==> src/rtl/fcpu_pkg.sv <==
`default_nettype none
// ============================================================================
// Module   : fcpu_pkg
// Brief    : Shared types and width defaults for the fcpu global-memory path.
// Revision : 1.0 - initial release
// ============================================================================
package fcpu_pkg;

    localparam int GMEM_ADDR_W = 28;
    localparam int GMEM_DATA_W = 32;
    localparam int GMEM_ID_W   = 4;

    typedef enum logic [1:0] {
        IDLE = 2'd0,
        ADDR = 2'd1,
        DATA = 2'd2
    } gmem_arb_state_t;

endpackage
`default_nettype wire

==> src/rtl/gmem_rd_arbiter.sv <==
`default_nettype none
// ============================================================================
// Module   : gmem_rd_arbiter
// Brief    : Two-requester round-robin arbiter for the global_mem AXI4 read
//            channel, one burst outstanding, with burst-length checking.
// Revision : 1.0 - initial release
// ============================================================================
module gmem_rd_arbiter
    import fcpu_pkg::*;
#(
    parameter int ADDR_W = GMEM_ADDR_W,
    parameter int DATA_W = GMEM_DATA_W,
    parameter int ID_W   = GMEM_ID_W
) (
    input  logic              clk,
    input  logic              rst,
    input  logic [ADDR_W-1:0] m0_araddr,
    input  logic [7:0]        m0_arlen,
    input  logic [ID_W-1:0]   m0_arid,
    input  logic              m0_arvalid,
    output logic              m0_arready,
    output logic [DATA_W-1:0] m0_rdata,
    output logic [ID_W-1:0]   m0_rid,
    output logic              m0_rlast,
    output logic              m0_rvalid,
    input  logic              m0_rready,
    input  logic [ADDR_W-1:0] m1_araddr,
    input  logic [7:0]        m1_arlen,
    input  logic [ID_W-1:0]   m1_arid,
    input  logic              m1_arvalid,
    output logic              m1_arready,
    output logic [DATA_W-1:0] m1_rdata,
    output logic [ID_W-1:0]   m1_rid,
    output logic              m1_rlast,
    output logic              m1_rvalid,
    input  logic              m1_rready,
    output logic [ADDR_W-1:0] s_araddr,
    output logic [7:0]        s_arlen,
    output logic [ID_W-1:0]   s_arid,
    output logic              s_arvalid,
    input  logic              s_arready,
    input  logic [DATA_W-1:0] s_rdata,
    input  logic [ID_W-1:0]   s_rid,
    input  logic              s_rlast,
    input  logic              s_rvalid,
    output logic              s_rready,
    output logic              len_err
);

    gmem_arb_state_t state;
    gmem_arb_state_t state_nxt;

    logic       grant;
    logic       prio;
    logic [7:0] beats;
    logic       req_any;
    logic       grant_pick;
    logic       ar_hs;
    logic       r_hs;

    assign req_any    = m0_arvalid | m1_arvalid;
    // m1 wins when it is the only requester or when it holds the tie priority
    assign grant_pick = m1_arvalid & (~m0_arvalid | prio);

    always_ff @(posedge clk or posedge rst) begin
        if (rst) begin
            state <= IDLE;
        end else begin
            state <= state_nxt;
        end
    end

    always_comb begin
        state_nxt  = state;
        ar_hs      = 1'b0;
        r_hs       = 1'b0;
        s_arvalid  = 1'b0;
        s_rready   = 1'b0;
        m0_arready = 1'b0;
        m1_arready = 1'b0;
        m0_rvalid  = 1'b0;
        m1_rvalid  = 1'b0;
        m0_rdata   = '0;
        m1_rdata   = '0;
        m0_rid     = '0;
        m1_rid     = '0;
        m0_rlast   = 1'b0;
        m1_rlast   = 1'b0;
        case (state)
            IDLE: begin
                if (req_any) begin
                    state_nxt = ADDR;
                end
            end
            ADDR: begin
                s_arvalid = 1'b1;
                if (s_arready) begin
                    ar_hs      = 1'b1;
                    m0_arready = ~grant;
                    m1_arready = grant;
                    state_nxt  = DATA;
                end
            end
            DATA: begin
                s_rready = grant ? m1_rready : m0_rready;
                if (grant) begin
                    m1_rvalid = s_rvalid;
                    m1_rdata  = s_rdata;
                    m1_rid    = s_rid;
                    m1_rlast  = s_rlast;
                end else begin
                    m0_rvalid = s_rvalid;
                    m0_rdata  = s_rdata;
                    m0_rid    = s_rid;
                    m0_rlast  = s_rlast;
                end
                r_hs = s_rvalid & s_rready;
                if (r_hs && s_rlast) begin
                    state_nxt = IDLE;
                end
            end
            default: begin
                state_nxt = IDLE;
            end
        endcase
    end

    always_ff @(posedge clk or posedge rst) begin
        if (rst) begin
            grant    <= 1'b0;
            prio     <= 1'b0;
            beats    <= 8'd0;
            len_err  <= 1'b0;
            s_araddr <= '0;
            s_arlen  <= 8'd0;
            s_arid   <= '0;
        end else begin
            if (state == IDLE && req_any) begin
                grant    <= grant_pick;
                s_araddr <= grant_pick ? m1_araddr : m0_araddr;
                s_arlen  <= grant_pick ? m1_arlen  : m0_arlen;
                s_arid   <= grant_pick ? m1_arid   : m0_arid;
            end
            if (ar_hs) begin
                beats <= s_arlen;
            end
            // beats holds the number of beats still expected after the current one
            if (r_hs) begin
                if (s_rlast) begin
                    prio <= ~grant;
                    if (beats != 8'd0) begin
                        len_err <= 1'b1;
                    end
                end else begin
                    beats <= beats - 8'd1;
                    if (beats == 8'd0) begin
                        len_err <= 1'b1;
                    end
                end
            end
        end
    end

endmodule
`default_nettype wire

==> config.mk <==
export PLATFORM = sky130hd
export DESIGN_NAME = gmem_rd_arbiter
export DESIGN_NICKNAME = d
export VERILOG_FILES = /design/src/rtl/fcpu_pkg.sv /design/src/rtl/gmem_rd_arbiter.sv
export SDC_FILE = /design/constraint.sdc
export NUM_CORES = 1
export LEC_CHECK = 0
export BUFFER_PORTS_ARGS = -buffer_cell sky130_fd_sc_hd__buf_2
export CAP_MARGIN = 20
export CORE_ASPECT_RATIO = 0.6
export CORE_MARGIN = 2
export CORE_UTILIZATION = 44
export CTS_BUF_LIST = sky130_fd_sc_hd__clkbuf_2
export CTS_CLUSTER_DIAMETER = 40
export DETAILED_ROUTE_END_ITERATION = 10
export PLACE_DENSITY = 0.88
export SLEW_MARGIN = 20
export SYNTH_ARGS = -nofsm -noshare
export SYNTH_HDL_FRONTEND = slang
export SYNTH_SLANG_ARGS = --single-unit
==> constraint.sdc <==
create_clock -name clk -period 3.25 [get_ports clk]
set_input_delay 0.4875 -clock clk [delete_from_list [all_inputs] [get_ports clk]]
set_output_delay 0.4875 -clock clk [all_outputs]
set_load 0.02 [all_outputs]
==> run_results.csv <==
group,metric,value,unit
status,status,"finished, final reports clean",
synth,synth_ff_type,"dfrtp_1",
place,hpwl,7.63,mm
cts,clk_pin_slew,270,ps
power_and_ir_drop,power_density,802,mW/mm2
finish,post-route-util,65.7,%
timing,hold_violations,0,
setup_path,worstPathCellList,"and2b_1 > buf_4 > and3_1 > buf_2",
timing,finClkSkew,18.6,ps
cts,htreeDepth,2,
cts,cts_tree,"done",
setup_path,critPathCaptureType,"output pin",
routing,dr.pass1.iters,4,
timing,rsz0062_at_grt,"false",
cts,clk_path_buf_depth,2,
routing,wl_per_cell,14.8,um
power_and_ir_drop,leakage,2.90,nW
cts,cts_hold_buf,0,
die,rows,23,
routing,ant_nets,0,
setup_path,worstPathMaxFanout,77,
timing,fmax,0.388,GHz
place,port-buffer-count,245,
timing,tightest_slew,896,ps
job,maxCapViolCount,0,
cts,clkSinkCount,53,
power_and_ir_drop,ir_worst_vdd,528,uV
hold_path,min_path_type,"input port to async pin",
cts,cts.repair.resized,0,
synth,ys_seq_area_share,41.6,%
synth,synth.distinct_cells,36,
synth,synth_area_leaders,"dfrtp_1, and3_1, mux2i_1",
synth,synth_top_area_share,41.6,%
global_routing,antenna_found_initial,0,
setup_path,cp_slowest_cell,"dfrtp_1",
synth,syn-num-nets,480,
routing,drc_errors,0,
die,dieArea,0.00796,mm2
routing,dr_total_vias,3415,
synth,yosysWarningCount,0,
finish,fillers,605,
routing,drtIter0Drc,170,
global_routing,grt_pass1_wl,15.4,mm
setup_path,r2r_slack,1450,ps
global_routing,grt_usage,23.7,%
finish,drive_above_1_share,46.4,%
cts,clk_latency,440,ps
global_routing,gr-total-overflow,0,
synth,synth_top_area_cell,"dfrtp_1",
setup_path,worstReg2RegStart,"grant",
synth,ys_ff_latch,53,
setup_path,cp-start-kind,"register",
timing,finalSetupTns,0,ps
die,dieHeight,69.9,um
synth,netlist_instances,353,
cts,cts_root_buf,"clkbuf_2",
place,gp_congestion,0.860,
global_routing,first_global_vias,3176,
cts,postCtsSetupRepairBufs,0,
finish,area_growth,41.1,%
die,placeableCoreArea,0.00685,mm2
routing,avgViaCountPerCell,5.13,
synth,synth_async_sr_flop_share,100,%
setup_path,path_class,"register to output pin",
cts,cts_buffers,5,
setup_path,critical-path-max-stage-delay,500,ps
die,io_pins,246,
synth,synth_edf_count,0,
timing,post-route-min-period,2580,ps
synth,synth_area,0.00319,mm2
power_and_ir_drop,total_power,3.61,mW
timing,period_share,79.3,%
timing,drv_slew,0,
global_routing,grt_max_degree,78,
timing,setup_viol,0,
timing,slew_headroom,40.2,%
synth,syn_area_per_cell,9.03,um2
finish,final_nets,705,
die,initial_core_util,46.5,%
die,die_w,114,um
setup_path,arrival,2090,ps
setup_path,critPathLaunch,"state[0]",
routing,drt_wl_total,9.84,mm
setup_path,required,2760,ps
==> metrics by stage <==
stage	cell area, um2	setup slack, ps	instances	hold WS, ps
5_1_grt	4500	518	665	185
4_1_cts	4490	713	665	250
6_report	4500	674	666	164
3_5_place_dp	4430	1220	658	471
3_3_place_gp	4430	1340	658	465
2_1_floorplan	3190	1480	353	450
==> power breakdown <==
group | leakage, nW | switching (mW) | internal (mW) | total (mW)
combinational | 2.21 | 1.33 | 0.731 | 2.07
clock | 0.0388 | 0.206 | 0.125 | 0.330
sequential | 0.646 | 0.236 | 0.977 | 1.21
==> cells in the mapped netlist, types with 3 or more instances <==
| cell type | number |
|---|---|
| nand2_1 | 46 |
| a311oi_1 | 3 |
| o21ai_0 | 4 |
| and3_1 | 77 |
| buf_2 | 15 |
| mux2i_1 | 41 |
| clkbuf_1 | 14 |
| a21oi_1 | 4 |
| dfrtp_1 | 53 |
| o21ai_1 | 44 |
| nor2_1 | 10 |
| inv_1 | 8 |
| nand4_1 | 3 |
==> cell usage in the layout, fill, tap and decap left out, types with 2 or more instances in the layout <==
cell type / Yosys / final
o21ai_1: 44 / 43
dfrtp_1: 53 / 53
mux2i_1: 41 / 41
a21boi_1: 2 / 2
o221a_1: 2 / 2
nor2_2: 2 / 2
clkbuf_2: 0 / 5
buf_2: 15 / 245
nor2_1: 10 / 10
ha_1: 2 / 2
inv_1: 8 / 7
o21ai_4: 0 / 2
nand2_1: 46 / 46
a311oi_1: 3 / 3
o21ai_0: 4 / 4
a21oi_1: 4 / 4
o22ai_1: 2 / 2
nand4_1: 3 / 3
clkinv_2: 0 / 2
and3_1: 77 / 77
nand2b_1: 2 / 2
buf_4: 0 / 3
==> layout make-up <==
class	instances	area [um2]	share of cell area [%]
antenna	1	2.50	0.0556
clock buffer	5	25.0	0.556
clock inverter	2	35.0	0.779
inverter	8	31.3	0.695
multi-input combinational	261	1700	37.8
sequential	53	1330	29.5
tap	87	109	2.42
timing repair buffer	249	1270	28.2
==> cell families (layout without fill, tap and decap cells) <==
family          count (synthesis)  count (layout)  synth area share [%]
flops                          53              53                  41.6
simple gates                  150             150                  26.3
mux                            43              43                  13.8
fa+ha+maj                       2               2                 0.785
compound gates                 66              66                  11.9
buf+inv                        39             264                  5.65
other cells                     0               1                     0
==> layer usage <==
metal	GRT usage (%)	vias to the layer above	wire, um
met4	3.93	0	74
met1	31.2	1566	4260
li1	-	1694	-
met2	40.8	144	4850
met3	5.38	11	657
met5	0	-	0
==> registers in the layout (all words and copies together), names as in the netlist <==
register,flops
s_arid,4
state,2
prio,1
grant,1
s_araddr,28
s_arlen,8
beats,8
len_err,1
==> final timing paths <==
| kind | to | depth (start not counted) |
|---|---|---|
| hold reg to reg | s_araddr[20] | 2 |
| max in group asynchronous | s_arlen[0] | 2 |
| setup / recovery | m1_rdata[6] | 4 |
| hold / removal | grant | 2 |
| min in group clk | state[0] | 2 |
| setup reg to reg | beats[6] | 5 |
==> critical path: cells and delay by family (launching register included) <==
family	cells	cell delay, ps
DFF	1	500
and+or+nand+nor	2	510
buffers and inverters	2	640
No activity file was read; power rests on OpenSTA's default activity.
